**config.mk**
```make
export PLATFORM = sky130hd
export DESIGN_NAME = ctrl_mmio_bank
export DESIGN_NICKNAME = d
export VERILOG_FILES = /design/src/rtl/ctrl_mmio_bank_pkg.sv /design/src/rtl/ctrl_mmio_bank_channel.sv /design/src/rtl/ctrl_mmio_bank.sv
export SDC_FILE = /design/constraint.sdc
export NUM_CORES = 1
export LEC_CHECK = 0
export CAP_MARGIN = 20
export CORE_ASPECT_RATIO = 0.75
export CORE_UTILIZATION = 52
export DETAILED_ROUTE_END_ITERATION = 8
export DONT_BUFFER_PORTS = 1
export PLACE_DENSITY_LB_ADDON = 0.1
export SLEW_MARGIN = 10
export SYNTH_ARGS = -nofsm -noshare
export SYNTH_HDL_FRONTEND = slang
export SYNTH_SLANG_ARGS = --single-unit
export TNS_END_PERCENT = 50
```
**constraint.sdc**
```tcl
create_clock -name clock -period 2.6 [get_ports clock]
set_input_delay 0.13 -clock clock [delete_from_list [all_inputs] [get_ports clock]]
set_output_delay 0.13 -clock clock [all_outputs]
set_load 0.02 [all_outputs]
```
**src/rtl/ctrl_mmio_bank_pkg.sv**
```systemverilog
// Shared definitions for the controller MMIO bank.
//   - cnt_width(): debounce counter width for a given stable-cycle count
//   - off_state/off_evt/off_out(): word offsets inside the block
//   - base_range_ok(): checks that the block does not wrap the address space
//   - word_kind_e: what an address offset selects
package ctrl_mmio_bank_pkg;

    typedef enum logic [1:0] {
        WORD_STATE = 2'd0,
        WORD_EVT   = 2'd1,
        WORD_OUT   = 2'd2,
        WORD_NONE  = 2'd3
    } word_kind_e;

    // Width needed to hold 0..cycles.
    function automatic int cnt_width(input int cycles);
        return $clog2(cycles + 1);
    endfunction

    function automatic int unsigned off_state(input int unsigned p);
        return 2 * p;
    endfunction

    function automatic int unsigned off_evt(input int unsigned p);
        return 2 * p + 1;
    endfunction

    function automatic int unsigned off_out(input int unsigned num_players);
        return 2 * num_players;
    endfunction

    // The output word is the highest offset; it must sit below 2^addr_w.
    function automatic bit base_range_ok(input longint base,
                                         input longint num_players,
                                         input int     addr_w);
        return (base + 2 * num_players) < (longint'(1) << addr_w);
    endfunction

endpackage

```
**src/rtl/ctrl_mmio_bank_channel.sv**
```systemverilog
// One controller channel: 2-flop synchroniser, whole-vector debounce and
// sticky rising-edge event register.
// Ports:
//   clock, reset_btn  clock and async active-low reset
//   pins_i            raw asynchronous pins
//   clr_i             clear all event bits this cycle (a new rise still sets)
//   state_o           debounced stable state
//   evt_o             sticky debounced 0->1 events
module ctrl_channel
    import ctrl_mmio_bank_pkg::*;
#(
    parameter int BTNS            = 18,
    parameter int DEBOUNCE_CYCLES = 50000
) (
    input  logic            clock,
    input  logic            reset_btn,
    input  logic [BTNS-1:0] pins_i,
    input  logic            clr_i,
    output logic [BTNS-1:0] state_o,
    output logic [BTNS-1:0] evt_o
);

    localparam int CNT_W = cnt_width(DEBOUNCE_CYCLES);
    localparam logic [CNT_W-1:0] CNT_TC  = CNT_W'(DEBOUNCE_CYCLES - 1);
    localparam logic [CNT_W-1:0] CNT_MAX = '1;

    logic [BTNS-1:0]  sync1_q, sync2_q, prev_q;
    logic [BTNS-1:0]  stable_q, stable_d;
    logic [BTNS-1:0]  evt_q, evt_d;
    logic [CNT_W-1:0] cnt_q, cnt_d;

    // Any movement of the sampled vector restarts the stability window;
    // the state only moves once the new value has held for the full count.
    always_comb begin
        stable_d = stable_q;
        cnt_d    = cnt_q;
        if (sync2_q != prev_q) begin
            cnt_d = '0;
        end else if (sync2_q != stable_q) begin
            if (cnt_q == CNT_TC) begin
                stable_d = sync2_q;
                cnt_d    = '0;
            end else if (cnt_q != CNT_MAX) begin
                cnt_d = cnt_q + CNT_W'(1);
            end
        end
    end

    // Set has priority over clear so a rise coinciding with a read is kept.
    assign evt_d = (evt_q & ~{BTNS{clr_i}}) | (stable_d & ~stable_q);

    always_ff @(posedge clock or negedge reset_btn) begin
        if (!reset_btn) begin
            sync1_q  <= '0;
            sync2_q  <= '0;
            prev_q   <= '0;
            stable_q <= '0;
            evt_q    <= '0;
            cnt_q    <= '0;
        end else begin
            sync1_q  <= pins_i;
            sync2_q  <= sync1_q;
            prev_q   <= sync2_q;
            stable_q <= stable_d;
            evt_q    <= evt_d;
            cnt_q    <= cnt_d;
        end
    end

    assign state_o = stable_q;
    assign evt_o   = evt_q;

endmodule

```
**src/rtl/ctrl_mmio_bank.sv**
```systemverilog
// Memory-mapped bank of NUM_PLAYERS debounced controller channels plus a
// writable output register.
// Word map relative to BASE_ADDR: 2p = state[p], 2p+1 = events[p]
// (clear-on-read when rden without wren), 2*NUM_PLAYERS = gpioOutput.
// Ports:
//   clock, reset_btn   clock and async active-low reset
//   address, data_in   dmem word address and write data
//   wren, rden         write strobe, read strobe (gates clear-on-read)
//   data_out, hit      registered read data and in-range flag (1-cycle latency)
//   gpio               raw pins, channel p at [p*BTNS +: BTNS]
//   gpioOutput         output register
//   btn_state          debounced state, same packing as gpio
module ctrl_mmio_bank
    import ctrl_mmio_bank_pkg::*;
#(
    parameter int                NUM_PLAYERS     = 2,
    parameter int                BTNS            = 18,
    parameter int                DEBOUNCE_CYCLES = 50000,
    parameter int                ADDR_W          = 13,
    parameter logic [ADDR_W-1:0] BASE_ADDR       = 'h1F00,
    parameter int                OUT_W           = 3
) (
    input  logic                        clock,
    input  logic                        reset_btn,
    input  logic [ADDR_W-1:0]           address,
    input  logic [31:0]                 data_in,
    input  logic                        wren,
    input  logic                        rden,
    output logic [31:0]                 data_out,
    output logic                        hit,
    input  logic [NUM_PLAYERS*BTNS-1:0] gpio,
    output logic [OUT_W-1:0]            gpioOutput,
    output logic [NUM_PLAYERS*BTNS-1:0] btn_state
);

    localparam int unsigned OUT_OFF = off_out(NUM_PLAYERS);
    localparam int          PW      = (NUM_PLAYERS > 1) ? $clog2(NUM_PLAYERS) : 1;

    if (!base_range_ok(longint'(BASE_ADDR), longint'(NUM_PLAYERS), ADDR_W)) begin : g_range_err
        $error("ctrl_mmio_bank: BASE_ADDR + 2*NUM_PLAYERS wraps the address space");
    end

    logic [ADDR_W-1:0] off;
    word_kind_e        kind;
    logic [PW-1:0]     chan;
    logic              rd_clr;
    logic [NUM_PLAYERS-1:0] clr;
    logic [BTNS-1:0]   state_arr [NUM_PLAYERS];
    logic [BTNS-1:0]   evt_arr   [NUM_PLAYERS];

    logic [31:0]       data_out_q, data_out_d;
    logic              hit_q, hit_d;
    logic [OUT_W-1:0]  gout_q, gout_d;

    // Subtraction wraps, so addresses below BASE_ADDR land far above the block.
    assign off = address - BASE_ADDR;

    always_comb begin
        kind = WORD_NONE;
        chan = '0;
        if (32'(off) < OUT_OFF) begin
            kind = off[0] ? WORD_EVT : WORD_STATE;
            chan = PW'(off >> 1);
        end else if (32'(off) == OUT_OFF) begin
            kind = WORD_OUT;
        end
    end

    // A simultaneous write takes precedence, so only a pure read clears.
    assign rd_clr = rden && !wren && (kind == WORD_EVT);

    for (genvar p = 0; p < NUM_PLAYERS; p++) begin : g_ch
        assign clr[p] = rd_clr && (chan == PW'(p));

        ctrl_channel #(
            .BTNS            (BTNS),
            .DEBOUNCE_CYCLES (DEBOUNCE_CYCLES)
        ) u_ch (
            .clock     (clock),
            .reset_btn (reset_btn),
            .pins_i    (gpio[p*BTNS +: BTNS]),
            .clr_i     (clr[p]),
            .state_o   (state_arr[p]),
            .evt_o     (evt_arr[p])
        );

        assign btn_state[p*BTNS +: BTNS] = state_arr[p];
    end

    // Events are sampled before the clear lands, so a read returns pre-clear bits.
    always_comb begin
        data_out_d = '0;
        case (kind)
            WORD_STATE: data_out_d = 32'(state_arr[chan]);
            WORD_EVT:   data_out_d = 32'(evt_arr[chan]);
            WORD_OUT:   data_out_d = 32'(gout_q);
            default:    data_out_d = '0;
        endcase
    end

    assign hit_d  = (kind != WORD_NONE);
    assign gout_d = (wren && kind == WORD_OUT) ? data_in[OUT_W-1:0] : gout_q;

    if (OUT_W < 32) begin : g_unused_data
        logic unused_data_hi;
        assign unused_data_hi = ^data_in[31:OUT_W];
    end

    always_ff @(posedge clock or negedge reset_btn) begin
        if (!reset_btn) begin
            data_out_q <= '0;
            hit_q      <= 1'b0;
            gout_q     <= '0;
        end else begin
            data_out_q <= data_out_d;
            hit_q      <= hit_d;
            gout_q     <= gout_d;
        end
    end

    assign data_out   = data_out_q;
    assign hit        = hit_q;
    assign gpioOutput = gout_q;

endmodule
```
==> key figures <==
Clock network
  – Clock Tree Root: clkbuf_16
  – Clk slew on worst S/H paths: 60 ps
  – CTS tree: built
  – Clock sinks: 234
  – Cts bufs inserted: 23
  – Hold-fix buffers at CTS: 51
  – H-tree Lvls: 1
  – Largest buffer count on any clock path: 3
  – Worst skew pair latency: 530 ps

Global routing
  – Largest net degree at the start of global routing: 235
  – Total GRT Usage: 0.231
  – Initial antenna violation count: 0
  – Total gr overflow: 0
  – First-pass GRT wire length: around 35000 um
  – Vias in the first global route: 6349

Die
  – Die Ht: about 120 um
  – CORE AREA: 18500 um2
  – Die Footprint: 19300 um2
  – Die Span X: 160 um
  – # IOs: 157
  – Row count: 43
  – Initial core utilization: 0.529

Final layout
  – Diodes inserted: 0
  – Commonest non-fill, non-tap cells in the layout: dfrtp_1, buf_4, xor2_1, dlygate4sd3_1, nor2b_1
  – Layout net count: 946
  – Layout cells sized above 1: 0.191
  – Commonest non-fill, non-tap cell in the layout: dfrtp_1
  – Layout area overhead: 19.1%
  – Final std cells w/o fill: 1120

Route
  – Routed via count: between 6000 and 7000
  – Routed WL: roughly 22000 um
  – Drc violations: 0
  – DRT Pass-1 Iters: 5
  – Wire length per cell: 19.2 um
  – DRT iter0 DRCs: 371
  – Via-per-instance ratio: 5.58
  – Post-DRT Antenna Nets: 0

Logic synthesis
  – Synth top area cells: dfrtp_1, xor2_1, mux4_2
  – Sequential share of the synthesized area: 0.599
  – Mapped Avg Cell Area: 13.0 um2
  – Synth Register Bits: approximately 230
  – Fraction of synthesized cell area taken by the top area cell type: 0.599
  – Yosys warnings: 0
  – Async S/R FF share, synth: 1.00
  – Synth Flop Type: dfrtp_1
  – Mapped Cells: 750
  – Yosys cell types: 50
  – Post-synth EDFFs: 0
  – Area leader, netlist: dfrtp_1
  – Cell area after synthesis: 9770 um2

Setup path
  – FF-to-FF setup slack: 180 ps
  – Crit path arrival time: 2830 ps
  – WS Path Type: register to register
  – Critical path's largest stage delay: 430 ps
  – Worst setup SP type: register
  – CP endpoint kind: register
  – CP Buf/Inv Count: 1
  – Setup crit start: g_ch[1].u_ch.sync2_q[10]$_DFF_PN0_
  – CP max FO: 30
  – FF-to-FF Start: g_ch[1].u_ch.sync2_q[10]$_DFF_PN0_
  – Max stage delay cell, worst path: nor4_1
  – Required time of the critical path: 3010 ps
  – FF-to-FF End: g_ch[1].u_ch.state_o[13]$_DFF_PN0_
  – R2R depth: 7
  – Worst-path cell chain: xor2_1 -> nor4_1 -> nand3_1 -> or2_1 -> or3_1 -> buf_12 -> mux2_4
  – Critical path's top delay family: simple AND/OR/NAND/NOR gates

Outcome
  – Status: complete, but fails checks
  – Failing checks: negative hold slack

STA
  – Final Hold Vio Count: 235
  – Setup TNS: 0 ps
  – Setup violators final: 0
  – Period utilisation layout: 0.931
  – Max Fclk: 413 MHz
  – Final worst path period need: 2420 ps
  – Hold_ws: -688 ps
  – Slew at the pin closest to its max-slew limit: 764 ps
  – Slew Viols, Final: 0
  – Slew HR: 0.490
  – RSZ-0062 raised after global routing: no
  – Final Skew: approximately 23 ps

Power and ir drop
  – PD cells: roughly 640 nW/um2
  – Pleak: 5.16 nW
  – VDD IR max: ~670 uV

Placement
  – HPWL Detailed: 14400 um
  – Gpl congestion: slightly below 0.9
  – Port bufs: 0
  – Cells after DPL: around 1000

Min path
  – Worst hold path type: input port to async pin

Flow run
  – # Max-Cap Violations: 0
## how the worst max path moves through the flow
stage | depth (start not counted) | slack (ps) | to
3_5_place_dp | 7 | 190 | g_ch[1].u_ch.state_o[7]$_DFF_PN0_
5_1_grt | 8 | 70 | g_ch[1].u_ch.evt_o[7]$_DFF_PN0_
6_report | 7 | 180 | g_ch[1].u_ch.state_o[13]$_DFF_PN0_
2_1_floorplan | 9 | 200 | g_ch[1].u_ch.state_o[10]$_DFF_PN0_
4_1_cts | 8 | 150 | gpioOutput[2]$_DFFE_PN0P_
3_3_place_gp | 8 | 180 | g_ch[0].u_ch.evt_o[8]$_DFF_PN0_
## layout make-up
cell class	instances	area (um2)
Clock buffer	30	652
Clock inverter	11	133
Fill cell	1444	6820
Inverter	8	30.0
Multi-Input combinational cell	482	3690
Sequential cell	234	5860
Tap cell	247	309
Timing Repair Buffer	108	963
## stage by stage
step	power [mW]	worst slack [ps]	area [um2]	utilization
after floorplan	4.01	205	9820	-
after global placement	4.04	178	10300	0.560
after detailed placement	4.05	191	10300	0.560
after CTS	7.51	146	11600	0.630
after global routing	7.71	71.2	11600	0.630
final	7.44	180	11600	0.630
## timing repair
item / in CTS / in global routing
resized for setup: 0 / 1
buffers inserted: 0 / 0
endpoints found under the hold margin: 295 / 234
setup endpoints to repair: 0 / 3
## cells by family (layout without fill, tap and decap cells)
logic type,Yosys count,count (layout),share of synthesized area
AO/OA/AOI/OAI,119,119,0.0821
XOR/XNOR,73,73,0.0654
adder cells (fa/ha/maj),4,4,0.00512
buffers and inverters,47,157,0.0284
flip-flops,234,234,0.599
multiplexers,57,57,0.0907
other,1,14,0.000384
AND/OR/NAND/NOR,215,215,0.128
## state kept, by name, indices dropped and copies added (netlist names)
signal / count
g_ch.u_ch.sync2_q: 36
g_ch.u_ch.sync1_q: 36
g_ch.u_ch.state_o: 36
g_ch.u_ch.evt_o: 36
data_out: 18
hit: 1
gpioOutput: 3
g_ch.u_ch.prev_q: 36
g_ch.u_ch.cnt_q: 32
## worst reg2reg max path: cells and delay by family (launching register included)
| kind | cells | cell delay (ps) |
|---|---|---|
| flip-flops | 1 | 390 |
| AND/OR/NAND/NOR | 4 | 1220 |
| buffers and inverters | 1 | 200 |
| XOR/XNOR | 1 | 160 |
| multiplexers | 1 | 330 |
## cell usage after synthesis (all sizes together) (3+ instances only)
cell,count
dfrtp,234
nand4,11
a22o,17
inv,8
a31oi,5
nand2b,20
nor3,9
mux2,39
mux4,18
ha,4
nand3,24
and2,3
or4,4
clkbuf,17
o2bb2ai,18
and3,14
buf,22
nand3b,3
xnor2,19
a21oi,30
o31ai,5
nor2,18
o211ai,6
nand2,25
nor4,22
or2,3
o21ai,26
or3b,4
nor2b,36
xor2,54
or4b,4
a21o,4
or3,10
## report_power, final
part / switching (mW) / internal [mW] / total, mW
combinational: 0.109 / 0.150 / 0.259
clock: 1.41 / 1.98 / 3.39
sequential: 0.0597 / 3.73 / 3.79
## routing by layer
layer / global-route usage / up-vias / part of all wire
li1: - / 2883 / -
met1: 0.328 / 3159 / 0.45
met2: 0.357 / 188 / 0.46
met3: 0.0662 / 25 / 0.076
met4: 0.0429 / 0 / 0.015
met5: 0 / - / 0
No activity file was read; power rests on OpenSTA's default activity.
